[config.mk]
export PLATFORM = sky130hd
export DESIGN_NAME = fetch_sequencer
export DESIGN_NICKNAME = d
export VERILOG_FILES = /design/src/rtl/fetch_sequencer.sv
export SDC_FILE = /design/constraint.sdc
export NUM_CORES = 1
export LEC_CHECK = 0
export BUFFER_PORTS_ARGS = -buffer_cell sky130_fd_sc_hd__buf_2
export CAP_MARGIN = 15
export CORE_AREA = 2 2 39 41
export CTS_BUF_LIST = sky130_fd_sc_hd__clkbuf_8
export DETAILED_ROUTE_END_ITERATION = 10
export DIE_AREA = 0 0 41 43
export PLACE_DENSITY_LB_ADDON = 0.15
export SYNTH_ARGS = -nofsm -noshare
export SYNTH_HDL_FRONTEND = slang
export SYNTH_SLANG_ARGS = --single-unit
[constraint.sdc]
create_clock -name clk -period 4.13 [get_ports clk]
set_clock_uncertainty 0.1 [all_clocks]
set_input_delay 0.2065 -clock clk [delete_from_list [all_inputs] [get_ports clk]]
set_output_delay 0.2065 -clock clk [all_outputs]
set_load 0.03 [all_outputs]
[src/rtl/fetch_sequencer.sv]
// Instruction-fetch control FSM: bus-select decode, memory read handshake with timeout,
// IR load strobe, execute hand-off and PC advance. Optional macro FETCH_SEQ_SINGLE_STEP_EN adds a step input.
module fetch_sequencer #(
  parameter int unsigned MEM_TIMEOUT = 15,
  parameter logic [3:0]  HALT_OPCODE = 4'hF,
  parameter int unsigned TW          = 8
) (
  input  logic       clk,
  input  logic       reset,
  input  logic       run,
`ifdef FETCH_SEQ_SINGLE_STEP_EN
  input  logic       step,
`endif
  input  logic       mem_ack,
  input  logic [3:0] opcode,
  input  logic       exec_done,
  output logic [1:0] bus_sel,
  output logic       mem_re,
  output logic       ir_load,
  output logic       exec_start,
  output logic       pc_inc,
  output logic       halted,
  output logic       fetch_err,
  output logic [2:0] state
);

  typedef enum logic [2:0] {
    S_IDLE   = 3'd0,
    S_ADDR   = 3'd1,
    S_WAIT   = 3'd2,
    S_LOAD   = 3'd3,
    S_DECODE = 3'd4,
    S_EXEC   = 3'd5,
    S_HALT   = 3'd6,
    S_ERR    = 3'd7
  } state_t;

  localparam logic [1:0] BUS_NONE = 2'b00;
  localparam logic [1:0] BUS_PC   = 2'b01;
  localparam logic [1:0] BUS_MEM  = 2'b10;
  localparam logic [1:0] BUS_EXU  = 2'b11;

  // Last WAIT count value; failing to see ack on it means timeout.
  localparam logic [TW-1:0] CNT_LAST = TW'(MEM_TIMEOUT - 1);

  state_t        cur, nxt;
  logic [TW-1:0] cnt;
  logic          start, resume;

`ifdef FETCH_SEQ_SINGLE_STEP_EN
  // Each step pulse admits one instruction; completion always parks in IDLE.
  assign start  = step;
  assign resume = 1'b0;
`else
  assign start  = run;
  assign resume = run;
`endif

  always_ff @(posedge clk or negedge reset) begin
    if (!reset) begin
      cur <= S_IDLE;
      cnt <= '0;
    end else begin
      cur <= nxt;
      if (cur == S_ADDR)
        cnt <= '0;
      else if (cur == S_WAIT && !mem_ack)
        cnt <= cnt + TW'(1);
    end
  end

  always_comb begin
    nxt = cur;
    case (cur)
      S_IDLE:   if (start) nxt = S_ADDR;
      S_ADDR:   nxt = S_WAIT;
      // Ack on the final count still wins over the timeout.
      S_WAIT:   if (mem_ack) nxt = S_LOAD;
                else if (cnt == CNT_LAST) nxt = S_ERR;
      S_LOAD:   nxt = S_DECODE;
      S_DECODE: nxt = (opcode == HALT_OPCODE) ? S_HALT : S_EXEC;
      S_EXEC:   if (exec_done) nxt = resume ? S_ADDR : S_IDLE;
      S_HALT:   if (!run) nxt = S_IDLE;
      S_ERR:    nxt = S_ERR;
      default:  nxt = S_IDLE;
    endcase
  end

  // Outputs decode from state; pc_inc and exec_start also qualify on the
  // same-cycle exec_done / opcode so the PC moves with instruction completion.
  always_comb begin
    bus_sel    = BUS_NONE;
    mem_re     = 1'b0;
    ir_load    = 1'b0;
    exec_start = 1'b0;
    pc_inc     = 1'b0;
    halted     = 1'b0;
    fetch_err  = 1'b0;
    case (cur)
      S_ADDR:   begin bus_sel = BUS_PC;  mem_re = 1'b1; end
      S_WAIT:   begin bus_sel = BUS_MEM; mem_re = 1'b1; end
      S_LOAD:   begin bus_sel = BUS_MEM; ir_load = 1'b1; end
      S_DECODE: exec_start = (opcode != HALT_OPCODE);
      S_EXEC:   begin bus_sel = BUS_EXU; pc_inc = exec_done; end
      S_HALT:   halted = 1'b1;
      S_ERR:    fetch_err = 1'b1;
      default:  bus_sel = BUS_NONE;
    endcase
  end

  assign state = cur;

endmodule

==> results.ini, run 1 <==
[placement]
place_inst=112
dpl_worst_slack_ns=2.17
port_buffers=19
gp_congestion=0.752
dpl.hpwl_um=1150

[floorplan]
die_y_um=43
die_area_um2=1760
core_um2=1380
ioPinCount=20
initial_core_util_pct=52.1
die_w_um=41
rows=14

[yosys]
synth_cell_type_count=34
synthCells=82
synthesis.nets=93
yosysTopAreaCellShare_pct=38.2
ys.warnings.count=0
synth-seq-cells=11
synth_seq_area_share_pct=38.2
netlist_area_um2=721
avgSynthCellArea_um2=8.79
yosys-top-cells-area=dfrtp_1 38%, nand2b_1 4.3%, o41ai_1 3.6%, ha_1 3.5%, o21ai_0 3.5%
yosys.area.top_type=dfrtp_1

[sta]
tightest_slew_ns=0.463
min_period_ns=1.98
fin_ws_ns=2.15
grt_setup_unrepaired=false
finalSetupViolations=0
max_freq_mhz=505
finalHoldViolCount=0
fin_setup_tns_ns=0
drv_slew=0
max-slew-margin-rel_pct=68.7
period_share_pct=48.0

[layout]
multiInputGateArea_um2=407
antennaDiodeCount=0
drive_gt1_share_pct=24.8
ff_latch_area_um2=275
final_cells=117
layout_commonest_cell=buf_2
final_nets=113
final_cell_mix=19 x buf_2, 11 x dfrtp_1, 6 x inv_1, 6 x nand2_1
area_delta_synth_final_pct=20.8
fillers=128

[critical_path]
worstPathRequired_ns=4.21
critPathMaxFanout=18
endpoint_kind=flip-flop
critical_path_arrival_ns=2.07
critPathLaunchType=flip-flop
crit_type=reg2reg

[clocking]
htree_num_levels=1
clock_latency_ns=0.24
tritoncts=yes
cts_setup_buffers=0
numCtsBuffers=3
clock-sinks=11
ctsLongestPathBuffers=2
clk_pin_slew_ns=0.05
cts_root_buf=clkbuf_8

[outcome]
outcome=completed

[drt]
drc=0
via_per_inst=6.09
routedWlPerCell_um=14.0
routed_wl_um=1640
ant_nets=0
dr_total_vias=712
dr.pass1.iters=4
drt-initial-drc-count=22

[power]
vdd_ir_drop_max_v=0.000356
power.density_nw_per_um2=708
leakagePower_nw=0.405
p_total_uw=617

[flow_run]
cap_violations=0

[global_route]
grt_pass1_vias=566
antenna_found_initial=0
grt_max_degree=19
grt_pass1_wl_um=2530
overflow=0
grtUsageTotal_pct=22.0

[worst_hold_path]
hp-class=in2reg

## cell type report
class                           instances  area share (%)
Sequential cell                        11            31.6
Timing Repair Buffer                   20            12.1
Clock buffer                            3            4.74
Multi-Input combinational cell         61            46.7
Tap cell                               16            2.30
Inverter                                5            2.16
Clock inverter                          1           0.431
## state kept, by name, indices dropped and copies added (netlist names)
name / flops
state: 3
cnt: 8
## cells by family (layout without fill, tap and decap cells)
family	Yosys count	in the layout	synth area share (%)
simple gates	36	36	29.9
fa+ha+maj	2	2	3.47
xor+xnor	1	1	1.22
mux	1	1	1.39
buf+inv	10	29	5.38
compound gates	21	21	20.5
flops	11	11	38.2
## power breakdown
group	switching (mW)	total [mW]	internal (mW)
sequential	0.0654	0.196	0.131
clock	0.0425	0.108	0.0654
combinational	0.201	0.313	0.112
## through the flow
stage,area (um^2),util [%],hold slack (ns)
after floorplan,721,-,-0.189
after global placement,816,59.0,-0.0144
after detailed placement,816,59.0,-0.0118
after CTS,871,62.9,0.0902
after global routing,871,62.9,0.109
final,871,62.9,0.0995
## cells in the mapped netlist
library cell and count:
xnor2_1 1, mux2i_1 1, o311ai_0 2, or4b_1 1, clkbuf_1 3, and4_1 1
nor2_1 5, o311a_1 1, or3_1 1, o41ai_1 3, nor4_1 1, dfrtp_1 11
nand3_1 4, nor3_1 1, or4b_4 1, nand2b_1 5, a21boi_0 1, or4_1 2
nand4_1 1, and3_1 3, o211ai_1 1, nand2_1 6, o21ai_0 5, or3b_2 2
o311ai_1 2, o32ai_1 1, and2_1 1, o31ai_1 1, inv_1 5, buf_2 1
ha_1 2, buf_1 1, nor4b_1 1, a21oi_1 4
## what timing repair did
action,in CTS,in global routing
resized for setup,0,0
hold buffers,1,0
endpoints found under the hold margin,11,0
## path summary, 6_finish.rpt
path | startpoint | slack (ns) | cells past startpoint | endpoint
worst min-delay path | mem_ack | 0.1 | 2 | state[2]
worst min register to register | cnt[6] | 0.43 | 1 | cnt[6]
min in group asynchronous | reset | 0.26 | 2 | cnt[2]
worst max register to register | state[2] | 2.15 | 3 | cnt[5]
max in group asynchronous | reset | 3.47 | 2 | state[0]
worst max-delay path | state[2] | 2.15 | 3 | cnt[5]
## metal layers
layer / vias up / part of all wire (%) / track usage (%)
met5: - / 0 / 0
met4: 0 / 1.8 / 14.0
met3: 4 / 7.1 / 4.71
met2: 27 / 47 / 32.5
met1: 332 / 44 / 27.7
li1: 349 / - / -
## critical path, cell delays in order (launching register included)
cell and delay (ns):
dfrtp_1 0.54, or4b_4 0.68, or4_1 0.53, nand2_1 0.07
Power figures use the tool's default switching activity.
==> run 2: changes to the inputs <==
--- a/config.mk
+++ b/config.mk
@@ -7,10 +7,10 @@
 export LEC_CHECK = 0
 export BUFFER_PORTS_ARGS = -buffer_cell sky130_fd_sc_hd__buf_2
 export CAP_MARGIN = 15
-export CORE_AREA = 2 2 39 41
+export CORE_MARGIN = 2
+export CORE_UTILIZATION = 52
 export CTS_BUF_LIST = sky130_fd_sc_hd__clkbuf_8
 export DETAILED_ROUTE_END_ITERATION = 10
-export DIE_AREA = 0 0 41 43
 export PLACE_DENSITY_LB_ADDON = 0.15
 export SYNTH_ARGS = -nofsm -noshare
 export SYNTH_HDL_FRONTEND = slang
==> constraint.sdc (replaced) <==
create_clock -name clk -period 2 [get_ports clk]
set_clock_uncertainty 0.1 [all_clocks]
set_input_delay 0.1 -clock clk [delete_from_list [all_inputs] [get_ports clk]]
set_output_delay 0.1 -clock clk [all_outputs]
set_load 0.03 [all_outputs]
==> run 2 against run 1 <==
Compared with the run above:
- critical path depth is 2 higher
- combinational power increased to 2.6 times the previous value
- worst setup slack got worse by 2.0 ns
- sequential cell count unchanged
- clock power increased by 110%
- global-route usage grew 4.1 points
- die area shrank 3.6%
- first-iteration DRC count is 27% higher
- critical endpoint unchanged
==> results.ini, run 2 (synthesis gave the netlist of run 1 again) <==
[drt]
dr.pass1.iters=4  ; unchanged
drt-initial-drc-count=28  ; +27%
dr_total_vias=708  ; -0.56%
drc=0  ; unchanged
routedWlPerCell_um=13.8  ; -0.95%
ant_nets=0  ; unchanged
routed_wl_um=1660  ; +1.6%
via_per_inst=5.90  ; -3.0%

[placement]
placed_area_um2=840  ; +2.9%
port_buffers=19  ; unchanged
gp_congestion=0.748  ; -0.60%
dpl_worst_slack_ns=0.231  ; -1.94 ns
dpl.hpwl_um=1210  ; +4.8%

[sta]
finalHoldViolCount=0  ; unchanged
max_freq_mhz=534
max-slew-margin-rel_pct=70.6  ; +1.9 points
fin_setup_tns_ns=0  ; unchanged
fin_ws_ns=0.128  ; -2.02 ns
min_period_ns=1.87
period_share_pct=93.6
tightest_slew_ns=0.435  ; -0.0283 ns
finalSetupViolations=0  ; unchanged
grt_setup_unrepaired=false
drv_slew=0  ; unchanged

[critical_path]
crit_path_max_incr_delay_ns=0.58  ; -0.10 ns
r2r-start=state[0]
critPathLaunchType=primary input
reg2reg_setup_slack_ns=0.22  ; -1.93 ns
cp-startpoint=mem_ack
cp_num_buf_inv=2  ; +2
reg2reg_depth=3  ; unchanged
slowest_stage=or4b_4
crit_family=simple AND/OR/NAND/NOR gates
critical_path_arrival_ns=1.95  ; -0.12 ns
r2r_end=cnt[5]
endpoint_kind=flip-flop
critPathMaxFanout=14  ; -4
worstPathRequired_ns=2.08  ; -2.13 ns
critPathCapture=cnt[5]
crit_cells=5  ; +2
crit_type=in2reg
cp_cell_sequence=dlygate4sd3_1, buf_2, or4b_4, or4_1, nand2_1

[global_route]
grt_pass1_wl_um=2690  ; +6.6%
grt_pass1_vias=629  ; +11%
antenna_found_initial=0  ; unchanged
grtUsageTotal_pct=26.1  ; +4.1 points
grt_max_degree=18  ; -1
overflow=0  ; unchanged

[clocking]
htree_num_levels=1  ; unchanged
numCtsBuffers=3  ; unchanged
clk_pin_slew_ns=0.05  ; about the same
clock-sinks=11  ; unchanged
tritoncts=yes
cts_root_buf=clkbuf_8
ctsLongestPathBuffers=2  ; unchanged
cts_setup_buffers=0  ; unchanged
clock_latency_ns=0.24  ; about the same

[worst_hold_path]
hp-class=in2reg
holdPathStages=3  ; +1

[power]
seqPwrFrac_pct=23.0  ; -8.8 points
pwr-share-comb_pct=60.3  ; +9.6 points
power.switching_uw=656  ; +110%
p_int_uw=681  ; +120%
clkPwrFrac_pct=16.7  ; -0.8 points
switching_share_pct=49.1  ; -0.98 points
power.density_nw_per_um2=1480  ; +110%
vdd_ir_drop_max_v=0.00115  ; +220%
leakagePower_nw=0.423  ; +4.6%
p_total_mw=1.34  ; +120%

[layout]
area_delta_synth_final_pct=25.5
layout_commonest_cell=buf_2
final_cell_mix=19 x buf_2, 11 x dfrtp_1, 6 x inv_1, 6 x nand2_1
postLayoutCoreUtil_pct=69.5  ; +6.6 points
antennaDiodeCount=0  ; unchanged
largest_reg_flops=8  ; unchanged
top_register=cnt
final_area_um2=905  ; +3.9%
drive_gt1_share_pct=27.6  ; +2.9 points
fillers=112  ; -13%
final_nets=117  ; +3.5%

[floorplan]
die_w_um=41.2  ; +0.56%
die_area_um2=1700  ; -3.6%
die_y_um=41.2  ; -4.1%
initial_core_util_pct=55.4  ; +3.3 points
core_um2=1300  ; -6.0%
rows=13  ; -1
ioPinCount=20  ; unchanged

[flow_run]
cap_violations=0  ; unchanged

[outcome]
outcome=completed

==> run 2: cell type report <==
cell class | count | area, um^2 | area share (%)
multi-input cells | 61 | 409 | 45.2
repair buffers | 24 | 138 | 15.2
flip-flops and latches | 11 | 275 | 30.4
inverters | 5 | 18.8 | 2.07
clock buffers | 3 | 41.3 | 4.56
well taps | 15 | 18.8 | 2.07
clock inverters | 1 | 3.75 | 0.415
==> run 2: power groups by stage <==
stage          clock [mW]  sequential (mW)  combinational [mW]
5_1_grt             0.235            0.317               0.905
6_report            0.223            0.308               0.806
2_1_floorplan           0            0.390               0.508
3_3_place_gp            0            0.309               0.793
4_1_cts             0.224            0.309               0.810
3_5_place_dp            0            0.312               0.805
==> run 2: worst register-to-register path: stages, from the launching register on <==
cell     delay (ns)
dfrtp_1        0.37
or4b_4         0.63
or4_1          0.54
nand2_1        0.08
==> run 2: what timing repair did <==
action                                 in CTS  in global routing
hold buffers                                2                  0
gates resized for setup                     0                  0
endpoints found under the hold margin      12                  0
==> run 2: worst min-delay path by stage <==
stage,endpoint,startpoint,slack [ns]
floorplan,cnt[0],reset,-0.30
global placement,state[2],reset,-0.12
detailed placement,cnt[6],reset,-0.12
CTS,state[0],run,0.13
global route,state[0],run,0.16
finish,state[0],run,0.13
==> run 2: metal layers <==
layer,track usage (%),share of wire (%),vias to the layer above
li1,-,-,361
met1,33.7,48,324
met2,35.9,45,19
met3,9.78,4.6,4
met4,16.9,2.2,0
met5,0,0,-
==> run 2: stage by stage <==
stage          cells  hold WS [ns]
2_1_floorplan     82        -0.296
3_3_place_gp     114        -0.120
3_5_place_dp     114        -0.124
4_1_cts          120         0.131
5_1_grt          120         0.156
6_report         120         0.130
